===== config.mk =====
export PLATFORM = sky130hd
export DESIGN_NAME = uart_program_loader
export DESIGN_NICKNAME = d
export VERILOG_FILES = /design/src/rtl/uart_program_loader.sv
export SDC_FILE = /design/constraint.sdc
export NUM_CORES = 1
export LEC_CHECK = 0
export BUFFER_PORTS_ARGS = -buffer_cell sky130_fd_sc_hd__buf_4
export CORE_AREA = 2 2 125 127
export CTS_CLUSTER_DIAMETER = 80
export DETAILED_ROUTE_END_ITERATION = 12
export DIE_AREA = 0 0 127 129
export GPL_TIMING_DRIVEN = 0
export PLACE_DENSITY = 0.73
export SYNTH_ARGS = -nofsm -noshare
export SYNTH_HDL_FRONTEND = slang
export SYNTH_SLANG_ARGS = --single-unit
export TNS_END_PERCENT = 20

===== constraint.sdc =====
create_clock -name clock -period 8.04 [get_ports clock]
set_clock_uncertainty 0.2 [all_clocks]
set_input_delay 0.804 -clock clock [delete_from_list [all_inputs] [get_ports clock]]
set_output_delay 0.804 -clock clock [all_outputs]
set_load 0.03 [all_outputs]

===== src/rtl/uart_program_loader.sv =====
// uart_program_loader: parses a length-prefixed program frame from the UART,
// writes little-endian words into the instruction ROM, checks an XOR checksum
// and releases the CPU only after a clean load.
module uart_program_loader #(
  parameter logic [31:0] BASE_ADDR      = 32'h0,
  parameter int          MAX_WORDS      = 256,
  parameter int          TIMEOUT_CYCLES = 27000000
) (
  input  logic        clock,
  input  logic        reset,
  input  logic [7:0]  rx_data,
  input  logic        rx_valid,
  output logic        rom_we,
  output logic [31:0] rom_address,
  output logic [31:0] rom_data,
  output logic        cpu_enable,
  output logic        done,
  output logic        error,
  output logic [2:0]  status
);

  localparam int          TW    = $clog2(TIMEOUT_CYCLES + 1);
  localparam logic [31:0] MAX_W = 32'(MAX_WORDS);

  typedef enum logic [2:0] {
    S_IDLE   = 3'd0,
    S_LEN_HI = 3'd1,
    S_DATA   = 3'd2,
    S_CHECK  = 3'd3,
    S_RUN    = 3'd4,
    S_ERROR  = 3'd5
  } state_t;

  state_t        state, state_next;
  logic [7:0]    len_lo;
  logic [7:0]    checksum;
  logic [15:0]   word_count;
  logic [15:0]   word_index;
  logic [1:0]    byte_index;
  logic [23:0]   word_buf;
  logic [TW-1:0] timer;
  logic [15:0]   len_full;
  logic          len_too_big;
  logic          last_word;
  logic          timed;
  logic          timeout;

  assign len_full    = {rx_data, len_lo};
  assign len_too_big = {16'd0, len_full} > MAX_W;
  assign last_word   = (byte_index == 2'd3) && (word_index == word_count - 16'd1);
  assign timed       = state inside {S_LEN_HI, S_DATA, S_CHECK};
  // A byte arriving on the final idle cycle takes priority over the timeout.
  assign timeout     = timed && !rx_valid && (timer == TW'(TIMEOUT_CYCLES - 1));

  // State register.
  always_ff @(posedge clock or posedge reset) begin
    // NOTE: clocked state uses non-blocking assignments so every register
    // samples pre-edge values; blocking here would create ordering races.
    if (reset) state <= S_IDLE;
    else       state <= state_next;
  end

  // Next-state decode from the current state and the incoming byte.
  always_comb begin
    // NOTE: default first so every path assigns state_next and no latch is inferred.
    state_next = state;
    case (state)
      S_IDLE, S_ERROR: begin
        if (rx_valid) state_next = S_LEN_HI;
      end
      S_LEN_HI: begin
        if (rx_valid) begin
          if (len_too_big)           state_next = S_ERROR;
          else if (len_full == '0)   state_next = S_CHECK;
          else                       state_next = S_DATA;
        end else if (timeout) begin
          state_next = S_ERROR;
        end
      end
      S_DATA: begin
        if (rx_valid) begin
          if (last_word) state_next = S_CHECK;
        end else if (timeout) begin
          state_next = S_ERROR;
        end
      end
      S_CHECK: begin
        if (rx_valid)     state_next = (rx_data == checksum) ? S_RUN : S_ERROR;
        else if (timeout) state_next = S_ERROR;
      end
      S_RUN:   state_next = S_RUN;
      default: state_next = S_IDLE;
    endcase
  end

  // Inter-byte idle counter; restarts on every byte and on every state change.
  always_ff @(posedge clock or posedge reset) begin
    if (reset)                                     timer <= '0;
    else if (!timed || rx_valid || state_next != state) timer <= '0;
    else                                           timer <= timer + 1'b1;
  end

  // Frame datapath: length capture, word assembly, checksum and ROM write port.
  always_ff @(posedge clock or posedge reset) begin
    if (reset) begin
      len_lo      <= '0;
      checksum    <= '0;
      word_count  <= '0;
      word_index  <= '0;
      byte_index  <= '0;
      word_buf    <= '0;
      rom_we      <= 1'b0;
      rom_address <= '0;
      rom_data    <= '0;
    end else begin
      rom_we <= 1'b0;
      if (rx_valid) begin
        case (state)
          S_IDLE, S_ERROR: begin
            len_lo   <= rx_data;
            checksum <= rx_data;
          end
          S_LEN_HI: begin
            checksum   <= checksum ^ rx_data;
            word_count <= len_full;
            word_index <= '0;
            byte_index <= '0;
          end
          S_DATA: begin
            checksum   <= checksum ^ rx_data;
            word_buf   <= {rx_data, word_buf[23:8]};
            byte_index <= byte_index + 2'd1;
            if (byte_index == 2'd3) begin
              rom_we      <= 1'b1;
              rom_data    <= {rx_data, word_buf};
              rom_address <= BASE_ADDR + {14'd0, word_index, 2'b00};
              word_index  <= word_index + 16'd1;
            end
          end
          default: ;
        endcase
      end
    end
  end

  assign status     = state;
  assign cpu_enable = (state == S_RUN);
  assign done       = (state == S_RUN);
  assign error      = (state == S_ERROR);

endmodule


==> out/qor.csv, run 1 <==
stage;metric;value;unit
power_and_ir_drop;total power;2.131;mW
clock_network;H-tree levels;4;
clock_network;post-cts sizing count;0;
route;first-pass iteration count of the detailed router;5;
route;total vias in the final route;4972;
sta;Final period util;36.59;%
cells_and_area;# fillers;1294;
min_path;Worst Min Path Start;timer[0]$_DFF_PP0_;
floorplan;I/O pin count;82;
cells_and_area;ant diodes;0;
clock_network;maximum buffer depth of the clock tree;2;
placed_design;Placed Cells incl. Taps;906;
global_routing;global-route wire length before repair;25120;um
floorplan;Vert. Die Dim;129;um
route;routed len/inst;16.09;um
sta;Final Hold Vio Count;0;
placed_design;Detailed Place HPWL;10640;um
floorplan;Core Area;14980;sq um
sta;final setup vio count;0;
sta;Slew @ Worst Pin;0.7646;ns
cells_and_area;fin cells;937;
placed_design;GPL Wtd Cong;0.8576;
synth;Cell variety after synth;54;
floorplan;die area;16380;sq um
setup_path;Worst setup EP type;register;
min_path;hold crit path type;register to register;
synth;Synth Flop Type;dfrtp_1;
global_routing;number of global-route vias before repair;5025;
global_routing;GRT Residual Overflow;0;
floorplan;# rows;45;
setup_path;cells on worst reg2reg path;8;
clock_network;TritonCTS Buffers;17;
setup_path;worst r2r dst;rom_data[26]$_DFFE_PP0P_;
cells_and_area;commonest non-fill, non-tap cell in the layout;dfrtp_1;
flow_run;max_cap viols;0;
synth;Post-Synthesis Mean Instance Area;11.07;sq um
setup_path;Worst Path Required;8.15;ns
setup_path;Worst R2R Start;status[1]$_DFF_PP0_;
cells_and_area;final net count;752;
sta;Slew Viols, Final;0;
cells_and_area;Final Instance Area;8402;sq um
clock_network;CTS Hold Bufs;0;
cells_and_area;Finished Core Util;56.10;%
route;vias per cell;5.306;
route;drt initial violations;290;
cells_and_area;sequential cell area;3779;sq um
power_and_ir_drop;PD cells;253.7;nW/um^2
sta;relative slew slack;49.03;%
setup_path;CP Max Fanout;7;
sta;setup TNS;0;ns
synth;yosys warns;0;
floorplan;starting density of the core;47.16;%
clock_network;CTS root buffer;clkbuf_16;
cells_and_area;synthesis-to-layout area growth;18.95;%
synth;post-synthesis sequential area ratio;53.50;%
synth;EDFF count, synth;0;
synth;Netlist Area Pre-Place;7063;sq um
cells_and_area;most frequent cells in the layout;dfrtp_1, nand2_1, buf_4;
synth;asr flop ratio synth;100.0;%
synth;Yosys reg bits;151;
synth;Cells after Synth;638;
clock_network;CTS tree;yes;
global_routing;antenna violations before repair;0;
placed_design;Area after DPL;7868;sq um
clock_network;setup bufs post-CTS;0;
min_path;WHS Path Cells;1;
min_path;Hold Path End;timer[0]$_DFF_PP0_;
power_and_ir_drop;peak supply drop;0.0001786;V
cells_and_area;share of layout cells above drive strength 1;28.17;%
sta;Max Freq;0.3399;GHz
setup_path;CP arrival;3.05;ns
route;remaining antenna violation count;0;
outcome;outcome;completed;
route;drc violations;0;
cells_and_area;multi-input gate area in the final layout;3053;sq um
global_routing;largest net degree at the start of global routing;84;
sta;RSZ-0062 raised after global routing;no;
global_routing;gr usage total;19.46;%
placed_design;port buffer count;64;
setup_path;worst reg-to-reg setup slack;5.11;ns
clock_network;Reg clk slew, reported paths;0.06;ns
floorplan;Chip Width;127;um
setup_path;CP Launch Type;input port;
power_and_ir_drop;Pleak;4.067;nW
clock_network;Worst-Skew Late Latency;0.43;ns
clock_network;Num Clock Sinks;151;
sta;crit path time final;2.942;ns
setup_path;worst setup path class;input port to register;
route;final WL;15080;um
## synthesized netlist by cell type (4+ instances only)
library cell	count	area share, %
or4_1	4	0.43
o21ai_0	8	0.57
nand4_1	13	1.2
nor3_1	13	0.92
clkbuf_1	12	0.64
nor2_1	56	3.0
and3_1	4	0.35
buf_2	8	0.57
nand3_1	17	1.2
ha_1	4	0.71
mux2_2	79	13
nor4_1	7	0.62
a21oi_1	6	0.43
xnor2_1	27	3.3
buf_4	18	1.9
inv_1	12	0.64
or3_1	4	0.35
nand2_1	91	4.8
dfrtp_1	151	53
xor2_1	46	5.7
## critical path: stages
cell	delay, ns
buf_4	0.16
or4_1	0.54
nor4_1	0.51
nand4b_1	0.19
a211oi_1	0.47
o41ai_2	0.21
o311a_1	0.17
## per-stage QoR
| step | hold WS [ns] | setup slack [ns] |
|---|---|---|
| after floorplan | 0.2549 | 2.971 |
| after global placement | 0.2734 | 1.563 |
| after detailed placement | 0.2780 | 4.839 |
| after CTS | 0.2861 | 5.124 |
| after global routing | 0.3098 | 4.865 |
| final | 0.2831 | 5.098 |
## cells by family (layout without fill, tap and decap cells)
kind of cell | Yosys count | after routing | synth area share, %
compound gates | 38 | 38 | 3.862
xor+xnor | 73 | 73 | 9.052
fa+ha+maj | 4 | 4 | 0.7086
buf+inv | 54 | 150 | 4.074
flops | 151 | 151 | 53.50
mux | 79 | 79 | 12.60
other cells | 1 | 16 | 0.05309
simple gates | 238 | 238 | 16.16
## sequential cells by signal (all words and copies together), names as in the netlist
| signal | count |
|---|---|
| byte_index | 2 |
| checksum | 8 |
| len_lo | 8 |
| rom_address | 16 |
| rom_data | 32 |
| rom_we | 1 |
| status | 3 |
| timer | 25 |
| word_buf | 24 |
| word_count | 16 |
| word_index | 16 |
## report_power, final
group	switching, mW	internal [mW]
clock network	0.309	0.407
registers	0.0960	0.845
logic	0.280	0.195
total	0.684	1.45
## layout make-up
class | instances | area share, %
clock inverter | 11 | 0.9233
buffer | 42 | 2.889
sequential | 151 | 44.97
inverter | 12 | 0.5957
clock buffer | 20 | 5.436
tap | 188 | 2.800
multi-input combinational | 448 | 36.34
timing repair buffer | 65 | 6.046
## metal layers
metal  share of wire [%]  global-route usage [%]  vias up
met1                  44                   25.33     2473
met3                 4.6                   4.823       20
met5                   0                       0        -
met2                  50                   32.16      125
met4                 1.7                   6.593        0
li1                    -                       -     2354
## worst max-delay path by stage
stage	from	end	slack [ns]
after floorplan	reset	byte_index[0]$_DFFE_PP0P_	2.97
after global placement	reset	rom_address[10]$_DFFE_PP0P_	1.56
after detailed placement	rx_data[4]	status[0]$_DFF_PP0_	4.84
after CTS	status[1]$_DFF_PP0_	rom_data[26]$_DFFE_PP0P_	5.12
after global routing	status[1]$_DFF_PP0_	rom_data[21]$_DFFE_PP0P_	4.87
final	rx_data[4]	status[0]$_DFF_PP0_	5.10
(Power assumes the default switching activity.)
==> run 2: changes to the inputs <==
- PLACE_DENSITY: 0.73 -> 0.75
- clock period: 8.04 -> 2.55 ns (I/O delays scaled with it)
==> run 2 against run 1 <==
  * The run now ends with negative setup slack left
  * Non-clock buffer count rose by 10
  * Sequential power rose to 3.2 times the previous value
  * Clock-buffer cell count rose by 1
  * Total power rose to 3.3 times the previous value
  * Core utilization rose by 1.5 points
  * Worst setup slack got worse by 5.2 ns
==> out/qor.csv, run 2 (synthesized netlist as in run 1, its figures left out) <==
stage;metric;value;unit;change
outcome;outcome;finished with violations;;
outcome;failing checks;negative setup slack;;
power_and_ir_drop;PD cells;804.8;nW/um^2;+220%
global_routing;antenna violations before repair;0;;unchanged
global_routing;gr usage total;20.02;%;+0.56 points
cells_and_area;share of layout cells above drive strength 1;29.72;%;+1.6 points
global_routing;largest net degree at the start of global routing;46;;-45%
placed_design;GPL Wtd Cong;0.8828;;+2.9%
sta;worst setup margin;-0.06732;ns;-5.165 ns
power_and_ir_drop;Pleak;4.169;nW;+2.5%
sta;Slew Viols, Final;0;;unchanged
placed_design;pre-CTS setup slack;-0.3292;ns;-5.169 ns
floorplan;die area;16380;sq um;unchanged
sta;crit path time final;2.617;ns;
clock_network;CTS root buffer;clkbuf_16;;
sta;Slew @ Worst Pin;0.7340;ns;-0.03056 ns
floorplan;Core Area;14980;sq um;unchanged
sta;Final period util;102.6;%;
route;drc violations;0;;unchanged
global_routing;number of global-route vias before repair;5098;;+1.5%
floorplan;I/O pin count;82;;unchanged
route;first-pass iteration count of the detailed router;6;;+1
floorplan;Vert. Die Dim;129;um;unchanged
clock_network;Worst-Skew Late Latency;0.42;ns;about the same
setup_path;Worst setup EP type;register;;
sta;RSZ-0062 raised after global routing;yes;;
clock_network;CTS tree;yes;;
floorplan;Chip Width;127;um;unchanged
cells_and_area;synthesis-to-layout area growth;22.21;%;
placed_design;Detailed Place HPWL;10650;um;about the same
clock_network;TritonCTS Buffers;17;;unchanged
power_and_ir_drop;peak supply drop;0.0006139;V;+240%
route;final WL;15440;um;+2.4%
clock_network;Num Clock Sinks;151;;unchanged
route;remaining antenna violation count;0;;unchanged
sta;final setup vio count;1;;+1
min_path;WHS Path Cells;4;;+3
cells_and_area;ant diodes;0;;unchanged
min_path;Worst Min Path Start;rx_valid;;
cells_and_area;most frequent cells in the layout;dfrtp_1, nand2_1, buf_4;;
sta;Max Freq;0.3821;GHz;
clock_network;H-tree levels;4;;unchanged
setup_path;cells on worst reg2reg path;7;;-1
floorplan;# rows;45;;unchanged
route;routed len/inst;16.34;um;+1.5%
cells_and_area;final net count;762;;+1.3%
setup_path;worst reg-to-reg setup slack;-0.07;ns;-5.18 ns
global_routing;GRT Residual Overflow;0;;unchanged
route;vias per cell;5.398;;+1.7%
setup_path;CP Launch Type;register;;
cells_and_area;Most flops, register;rom_data;;
route;drt initial violations;314;;+8.3%
cells_and_area;commonest non-fill, non-tap cell in the layout;dfrtp_1;;
global_routing;global-route wire length before repair;25730;um;+2.4%
clock_network;maximum buffer depth of the clock tree;2;;unchanged
min_path;hold crit path type;input port to register;;
floorplan;starting density of the core;47.16;%;unchanged
route;total vias in the final route;5101;;+2.6%
setup_path;worst r2r dst;status[0]$_DFF_PP0_;;
sta;relative slew slack;50.96;%;+1.9 points
min_path;Hold Path End;status[2]$_DFF_PP0_;;
setup_path;CP Max Fanout;9;;+2
setup_path;worst setup path class;register to register;;
placed_design;port buffer count;64;;unchanged
setup_path;Worst Path Required;2.71;ns;-5.44 ns
setup_path;CP arrival;2.78;ns;-0.27 ns
sta;Final Hold Vio Count;0;;unchanged
power_and_ir_drop;total power;6.947;mW;+230%
clock_network;Reg clk slew, reported paths;0.06;ns;about the same
cells_and_area;biggest regs;rom_data (32), timer (25), word_buf (24);;
flow_run;max_cap viols;0;;unchanged
setup_path;Worst R2R Start;word_count[2]$_DFFE_PP0P_;;
cells_and_area;max FFs per register;32;;unchanged
-- run 2: layer usage --
metal,track usage (%),share of wire (%),up-vias
li1,-,-,2370
met1,26.57,44,2564
met2,32.67,50,143
met3,3.992,4.8,24
met4,7.951,1.9,0
met5,0,0,-
-- run 2: power by group --
group,internal (mW),switching (mW),total [mW]
Sequential,2.67,0.310,2.98
Combinational,0.673,0.933,1.61
Clock,1.45,0.919,2.37
Total,4.79,2.16,6.95
-- run 2: critical path, cell delays in order (launching register included) --
cell and delay [ns]:
dfrtp_1 0.37, buf_6 0.13, or4_4 0.48, or3_4 0.34, a211oi_2 0.20, nand4_1 0.17
o41ai_4 0.44, o311a_1 0.22
-- run 2: cell type report --
class | instances | area, sq um
Clock buffer | 21 | 450.4
Clock inverter | 8 | 102.6
Sequential cell | 151 | 3781
Buffer | 41 | 249.0
Fill cell | 1260 | 6345
Multi-Input combinational cell | 448 | 3137
Inverter | 12 | 48.80
Tap cell | 188 | 235.2
Timing Repair Buffer | 76 | 628.1
-- run 2: what timing repair did --
item,in CTS,in global routing
hold buffers,8,0
resized for setup,11,14
setup buffers,0,1
endpoints found under the setup margin,70,37
pin swaps,0,9
hold endpoints to repair,68,0
-- run 2: stage by stage --
stage / std cells / hold slack [ns] / area [sq um] / utilization, % / TNS, ns
after floorplan: 653 / 0.1604 / 7123 / - / 0
after global placement: 905 / 0.2749 / 7839 / 52.34 / -97.70
after detailed placement: 908 / 0.2230 / 7899 / 52.74 / -4.896
after CTS: 945 / 0.007182 / 8573 / 57.24 / -0.04184
after global routing: 945 / 0.07275 / 8632 / 57.64 / -0.1112
final: 945 / 0.02407 / 8632 / 57.64 / -0.06732
-- run 2: worst max path at each step --
stage,slack (ns),end,start,depth (start not counted)
2_1_floorplan,0.08,rom_data[25]$_DFFE_PP0P_,status[1]$_DFF_PP0_,8
3_3_place_gp,-0.64,rom_data[9]$_DFFE_PP0P_,reset,2
3_5_place_dp,-0.33,rom_data[30]$_DFFE_PP0P_,status[2]$_DFF_PP0_,8
4_1_cts,-0.04,status[0]$_DFF_PP0_,word_count[2]$_DFFE_PP0P_,7
5_1_grt,-0.11,status[0]$_DFF_PP0_,word_count[2]$_DFFE_PP0P_,7
6_report,-0.07,status[0]$_DFF_PP0_,word_count[2]$_DFFE_PP0P_,7
